===== config.mk =====
export PLATFORM = sky130hd
export DESIGN_NAME = logic_avalon_st_to_axi4_stream_top
export DESIGN_NICKNAME = d
export VERILOG_FILES = /design/src/rtl/logic_avalon_st_to_axi4_stream_top.sv
export SDC_FILE = /design/constraint.sdc
export NUM_CORES = 1
export LEC_CHECK = 0
export BUFFER_PORTS_ARGS = -buffer_cell sky130_fd_sc_hd__buf_2
export CAP_MARGIN = 20
export CORE_ASPECT_RATIO = 1.2
export CORE_MARGIN = 2
export CORE_UTILIZATION = 45
export DETAILED_ROUTE_END_ITERATION = 7
export PLACE_DENSITY = 0.7
export SYNTH_ARGS = -nofsm -noshare
export SYNTH_HDL_FRONTEND = slang
export SYNTH_SLANG_ARGS = --single-unit
export TNS_END_PERCENT = 1

===== constraint.sdc =====
create_clock -name aclk -period 5.09 [get_ports aclk]
set_input_delay 0.509 -clock aclk [delete_from_list [all_inputs] [get_ports aclk]]
set_output_delay 0.509 -clock aclk [all_outputs]
set_load 0.01 [all_outputs]

===== src/rtl/logic_avalon_st_to_axi4_stream_top.sv =====
// Avalon-ST source to AXI4-Stream sink bridge with a credit-managed skid buffer and packet framing.
// Latency: a beat presented in cycle t appears on tx_* in cycle t+1 (buffer head is registered state).
// Backpressure: rx_ready is credit based (occupancy + grants still in flight < DEPTH); tx_tready only drains the buffer.
//
// Ports:
//   aclk, areset          clock, synchronous active-high reset
//   rx_*                  Avalon-ST sink side (valid, sop, eop, channel, error, empty, data, ready)
//   rx_protocol_error     single-cycle pulse for an ungranted beat, an orphan beat or a SOP inside a packet
//   tx_*                  AXI4-Stream master side (tvalid, tlast, tdata, tkeep, tstrb, tdest, tuser, tid, tready)
module logic_avalon_st_to_axi4_stream_top #(
  parameter int TDATA_BYTES   = 4,
  parameter int TDEST_WIDTH   = 1,
  parameter int TUSER_WIDTH   = 1,
  parameter int TID_WIDTH     = 1,
  parameter int ERROR_WIDTH   = 1,
  parameter int EMPTY_WIDTH   = (TDATA_BYTES < 2) ? 1 : $clog2(TDATA_BYTES),
  parameter int READY_LATENCY = 0
) (
  input  logic                     aclk,
  input  logic                     areset,
  input  logic                     rx_valid,
  input  logic                     rx_startofpacket,
  input  logic                     rx_endofpacket,
  input  logic [TID_WIDTH-1:0]     rx_channel,
  input  logic [ERROR_WIDTH-1:0]   rx_error,
  input  logic [EMPTY_WIDTH-1:0]   rx_empty,
  input  logic [TDATA_BYTES*8-1:0] rx_data,
  output logic                     rx_ready,
  output logic                     rx_protocol_error,
  output logic                     tx_tvalid,
  output logic                     tx_tlast,
  output logic [TDATA_BYTES*8-1:0] tx_tdata,
  output logic [TDATA_BYTES-1:0]   tx_tkeep,
  output logic [TDATA_BYTES-1:0]   tx_tstrb,
  output logic [TDEST_WIDTH-1:0]   tx_tdest,
  output logic [TUSER_WIDTH-1:0]   tx_tuser,
  output logic [TID_WIDTH-1:0]     tx_tid,
  input  logic                     tx_tready
);

  localparam int DEPTH = READY_LATENCY + 2;
  localparam int PW    = $clog2(DEPTH);
  // Wide enough for count (<= 10) plus in-flight grants (<= 8).
  localparam int CW    = 5;
  localparam logic [PW-1:0] PTR_LAST = PW'(DEPTH - 1);
  localparam logic [CW-1:0] DEPTH_C  = CW'(DEPTH);

  localparam logic [0:0] S_IDLE      = 1'b0;
  localparam logic [0:0] S_IN_PACKET = 1'b1;

  typedef struct packed {
    logic                     last;
    logic [TDATA_BYTES-1:0]   keep;
    logic [TDATA_BYTES*8-1:0] data;
    logic [TID_WIDTH-1:0]     tid;
    logic [TUSER_WIDTH-1:0]   user;
  } beat_t;

  logic [0:0]    state;
  beat_t         mem [DEPTH];
  beat_t         wr_beat;
  beat_t         head;
  logic [PW-1:0] wr_ptr;
  logic [PW-1:0] rd_ptr;
  logic [CW-1:0] count;
  logic [CW-1:0] pending;
  logic          granted;
  logic          beat;
  logic          wr_en;
  logic          rd_en;

  logic [TDATA_BYTES*8-1:0] wr_data;
  logic [TDATA_BYTES-1:0]   wr_keep;
  logic [31:0]              empty_clamp;
  logic [31:0]              kept;

  // Only registered state feeds rx_ready, so there is no combinational path from tx_tready or rx_valid.
  assign rx_ready = !areset && ((count + pending) < DEPTH_C);

  generate
    if (READY_LATENCY == 0) begin : g_no_latency
      assign granted = rx_ready;
      assign pending = '0;
    end else begin : g_latency
      // Bit 0 holds the grant from one cycle ago, the MSB the grant from READY_LATENCY cycles ago.
      logic [READY_LATENCY-1:0] grant_hist;

      always_ff @(posedge aclk) begin
        if (areset) begin
          grant_hist <= '0;
        end else begin
          grant_hist <= (grant_hist << 1) | READY_LATENCY'(rx_ready);
        end
      end

      assign granted = grant_hist[READY_LATENCY-1];

      always_comb begin
        pending = '0;
        for (int i = 0; i < READY_LATENCY; i++) begin
          pending = pending + CW'(grant_hist[i]);
        end
      end
    end
  endgenerate

  assign beat  = !areset && rx_valid && granted;
  // In IDLE only a SOP beat opens a packet; anything else is discarded.
  assign wr_en = beat && ((state == S_IN_PACKET) || rx_startofpacket);
  assign rd_en = tx_tvalid && tx_tready;

  assign rx_protocol_error = !areset && rx_valid &&
                             (!granted || ((state == S_IDLE) ? !rx_startofpacket : rx_startofpacket));

  // Avalon symbol 0 sits in the top byte; AXI byte 0 sits in the bottom byte.
  generate
    for (genvar i = 0; i < TDATA_BYTES; i++) begin : g_swap
      assign wr_data[i*8 +: 8] = rx_data[(TDATA_BYTES-1-i)*8 +: 8];
    end
  endgenerate

  // Empty is clamped so an EOP beat always keeps at least byte 0.
  always_comb begin
    wr_keep     = '0;
    empty_clamp = 32'(rx_empty);
    if (empty_clamp > 32'(TDATA_BYTES - 1)) begin
      empty_clamp = 32'(TDATA_BYTES - 1);
    end
    kept = 32'(TDATA_BYTES) - empty_clamp;
    for (int i = 0; i < TDATA_BYTES; i++) begin
      wr_keep[i] = !rx_endofpacket || (32'(i) < kept);
    end
  end

  assign wr_beat = {rx_endofpacket, wr_keep, wr_data, rx_channel, TUSER_WIDTH'(rx_error)};

  always_ff @(posedge aclk) begin
    if (areset) begin
      state  <= S_IDLE;
      wr_ptr <= '0;
      rd_ptr <= '0;
      count  <= '0;
      for (int i = 0; i < DEPTH; i++) begin
        mem[i] <= '0;
      end
    end else begin
      if (beat) begin
        if (state == S_IDLE) begin
          if (rx_startofpacket && !rx_endofpacket) begin
            state <= S_IN_PACKET;
          end
        end else if (rx_endofpacket) begin
          state <= S_IDLE;
        end
      end
      if (wr_en) begin
        mem[wr_ptr] <= wr_beat;
        wr_ptr      <= (wr_ptr == PTR_LAST) ? '0 : wr_ptr + PW'(1);
      end
      if (rd_en) begin
        rd_ptr <= (rd_ptr == PTR_LAST) ? '0 : rd_ptr + PW'(1);
      end
      count <= count + CW'(wr_en) - CW'(rd_en);
    end
  end

  assign head      = mem[rd_ptr];
  assign tx_tvalid = (count != '0);
  assign tx_tlast  = head.last;
  assign tx_tdata  = head.data;
  assign tx_tkeep  = head.keep;
  assign tx_tstrb  = head.keep;
  assign tx_tid    = head.tid;
  assign tx_tuser  = head.user;
  assign tx_tdest  = '0;

endmodule

# ---- Word level (Yosys, flattened, before mapping)
# Memories as Yosys holds them, arrays and structs flattened. A register that Yosys moved wholly into a read port is not among the register bits.
# Index checks and enable logic that the tools add are counted.
# W data, S select, Z words.
dict set report totals {
  ff_bits 8
  ramBits 78
  input_bits 42
  out_inout_bits 47
  wordCells 50
  memories 1
}
# name words word_bits rd rd_ports_with_merged_regs wr line
set memory_table {}
lappend memory_table {mem 2 39 1 1 2 60} ;# beat_t mem [DEPTH];
dict set report classes {
  add_sub_neg 5
  n_lt_le_gt_ge 5
  n_mux 16
  n_reduce_logical 19
}
# cell n
set op_table {}
lappend op_table {{$lt A1 B32 Y1 const A} 2}
lappend op_table {{$lt A2 B32 Y1 const A} 2}
lappend op_table {{$mux W39} 1}
lappend op_table {{$reduce_or A39 Y1} 1}
lappend op_table {{$mux W1} 15}
lappend op_table {{$logic_and A1 B1 Y1} 7}
lappend op_table {{$logic_or A1 B1 Y1} 6}
lappend op_table {{$add A5 B1 Y5} 1}
lappend op_table {{$lt A5 B2 Y1 const B} 1}
lappend op_table {{$reduce_bool A5 Y1} 1}
lappend op_table {{$sub A5 B1 Y5} 1}
lappend op_table {{$logic_not A1 Y1} 4}
lappend op_table {{$sub A3 B2 Y4 const A} 1}
lappend op_table {{$add A1 B1 Y1 const B} 2}

# ---- Depth between registers and ports, before layout
dict set report logic_depth {
  ltp_word 9
  mapped_depth 12
  depth_no_buf 12
}

# ---- Worst setup path after synthesis
# No wires, ideal clock.
dict set report synth_path {
  path_kind {input -> register}
  startpoint {input rx_startofpacket}
  endpoint {memory mem[0][0] in the netlist's numbering, enable pin}
  t_arrival_ns 2.556
  t_required_ns 4.688
  path_slack_ns 2.131
  cell_stages 6
  path_buffers 1
  path_cell_list {inv_1 -> ha_1 -> or3b_1 -> or4_1 -> buf_4 -> nand2b_1}
}
# element line
set synth_rtl {}
lappend synth_rtl {{from (decl)} 22} ;# input logic rx_startofpacket,
lappend synth_rtl {{to (decl)} 60}

# ---- Worst setup path after layout
dict set report layout_path {
  startpoint {register count[3]}
  endpoint {register count[4]}
}
# element line
set layout_rtl {}
lappend layout_rtl {{from (decl)} 65} ;# logic [CW-1:0] count;
lappend layout_rtl {{from (signal assigned)} 163} ;# count <= count + CW'(wr_en) - CW'(rd_en);
lappend layout_rtl {{$reduce_bool A5 Y1} 168} ;# assign tx_tvalid = (count != '0);
lappend layout_rtl {{$logic_and A1 B1 Y1} 110} ;# assign rd_en = tx_tvalid && tx_tready;
lappend layout_rtl {{named net rd_en} 70} ;# logic rd_en;
lappend layout_rtl {{$sub A5 B1 Y5} 163}
# The timed path passes the listed nets, and every way through them passes these cells.
# A chain may end at the register's enable or synchronous reset.

==> out/results.txt <==
biggest cell delay along the critical path: 630 ps
post-synthesis cell area: 3990 sq um
post_cts resized: 0
Commonest cells post-synth: edfxtp_1 (78), and2_1 (71), mux2_2 (41)
total gr overflow: 0
starting density of the core: 46.4%
post-synth top area share: 58.7%
CP arrival: 3070 ps
synth unique cells: 33
Worst Reg2Reg Path Length in Cells: 11
Syn Inst Count: 283
Post-CTS Setup Inserts: 0
hold_buf cts: 0
max-slew violations: 0
global-route wire length before repair: 10800 um
critical path startpoint category: register
Worst VDD drop: 0.212 mV
largest net degree at the start of global routing: 40
Power Total: 1.97 mW
skew final: 10.6 ps
required time of the worst setup path: 5340 ps
Die Height: 107 um
fmax: 0.354 GHz
P_leak: 1.97 nW
cell count along the critical path: 11
Crit Path Category: register to register
WL per Instance: 14.2 um
Longest Clk Path Bufs: 2
critical-path maximum fanout: 4
share of the yosys chip area belonging to registers: 63.2%
dpl cell area: 4470 sq um
post-synthesis register bit count: 87
# fillers: 765
pwr dens: 419 nW/um^2
DP Wirelength: 4360 um
Initial DRC Count: 119
max cap viols: 0
final net count: 417
ant diodes: 0
layout cell share with drive strength beyond 1: 39.8%
RSZ-0062 raised after global routing: false
Final Cycle Share: 55.5%
Die X: 90.0 um
Final setup violation count: 0
Layout area overhead: 17.5%
Final Cell Area: 4690 sq um
Mean Syn Cell Area: 14.1 sq um
# DRC: 0
Bufs and invs on worst path: 2
port buffer count: 87
initial antenna violation count: 0
placed cell count: 470
Synth area leader: edfxtp_1
maximum level of the CTS H-tree: 3
count leader, synth: edfxtp_1
syn nets: 336
Clock Latency Late Sink: 350 ps
clk sinks: 87
RePlAce Congestion: 0.776
YS warnings: 0
min cycle time layout: 2830 ps
1st-pass router iterations: 4
Num CTS Buffers: 9
Primary FF master, synth: edfxtp_1
Slew @ Worst Pin: 1020 ps
Worst Setup End Kind: register
vias in the first global route: 2243
Post-synth ARST share: 0%
status: finished clean
routed wire length: 6900 um
CP cell instances: inv_1 > ha_1 > or4b_2 > and2_1 > ha_1 > inv_1 > ha_1 > fa_1 > nand2b_1 > a21oi_1 > mux2_2
Top Family by Delay on Critical Path: adder cells
DR vias: 2354
number of flops mapped to enable cells by yosys: 78
CTS Root Cell: clkbuf_8
fin util: 54.5%
io pins: 89
via/cell ratio: 4.84
Final Hold Viols: 0
hold depth: 3
row cnt: 37
Floorplan Core Area: 8610 sq um
Clk pin slew, worst setup/hold paths: 90 ps
slowest cell on the critical path: or4b_2
top cells by area, synth: edfxtp_1 (59%), mux2_2 (12%), and2_1 (11%)
remaining antenna violation count: 0
total global-route track usage: 14.8%
setup TNS: 0 ps
CTS tree: built
fin cells: 486
die area: 9650 sq um
worst hold path class: input port to register
most frequent CP cell: ha_1
worst slew margin relative to its limit: 31.9%
[routing by layer]
metal | vias up | part of all wire, % | routed length (um) | global-route usage (%)
met5 | - | 0 | 0 | 0
met4 | 0 | 1.5 | 107 | 6.37
met3 | 9 | 4.7 | 324 | 4.01
met2 | 62 | 51 | 3540 | 25.7
met1 | 1136 | 42 | 2930 | 17.3
li1 | 1147 | - | - | -
[layout by cell type (no fill, tap or decap), types with 2 or more instances in the layout]
master,Yosys,routed
a31oi_1,2,2
mux2_2,41,41
edfxtp_1,78,78
o21ai_0,2,2
buf_2,0,87
dfxtp_1,9,8
nor2_1,8,8
nor2b_1,6,6
nand2b_2,0,2
and2_1,71,71
clkbuf_8,0,11
ha_1,10,10
inv_1,10,10
a21oi_1,6,6
clkbuf_1,7,2
nand2b_1,6,4
[layout make-up]
| class | count | area, sq um | area share (%) |
|---|---|---|---|
| tap | 117 | 146 | 3.12 |
| multi-input combinational | 168 | 1320 | 28.1 |
| timing repair buffer | 87 | 435 | 9.28 |
| inverter | 11 | 46.3 | 0.987 |
| sequential | 87 | 2520 | 53.8 |
| clock inverter | 2 | 35.0 | 0.747 |
| clock buffer | 14 | 184 | 3.92 |
[tightest hold or removal path: cells and delay by family]
| kind | cells | cell delay (ps) |
|---|---|---|
| buffers and inverters | 1 | 90 |
| AND/OR/NAND/NOR | 1 | 70 |
| AO/OA/AOI/OAI | 1 | 70 |
[state kept, by name, summed over array words and instances, names as in the netlist, named ones only]
register  count
mem          78
count         5
rd_ptr        1
state         1
wr_ptr        1
[logic make-up after synthesis]
group / count (synthesis) / share of synthesized area (%)
muxes: 41 / 11.6
adders and majority gates: 11 / 3.64
and+or+nand+nor: 99 / 15.1
xor gates and xnor gates: 1 / 0.219
AOI/OAI and AO/OA: 15 / 2.32
buffers and inverters: 28 / 3.89
other: 1 / 0.0939
DFF: 87 / 63.2
[worst paths after layout]
kind         slack [ps]       from        to
max                2260   count[3]  count[4]
min                 430  tx_tready    rd_ptr
max reg2reg        2260   count[3]  count[4]
min reg2reg         490     wr_ptr    wr_ptr
[report_power, final]
group	total (mW)	switching [mW]	internal, mW
logic	0.529	0.257	0.272
registers	0.926	0.0628	0.863
clock network	0.511	0.227	0.283
[metrics by stage]
step                      hold slack [ps]  worst slack (ps)
final                                 432              2260
after global routing                  432              2120
after CTS                             420              2260
after detailed placement              488              2070
after global placement                482              2120
after floorplan                       457              2130
No activity file was read; power rests on OpenSTA's default activity.
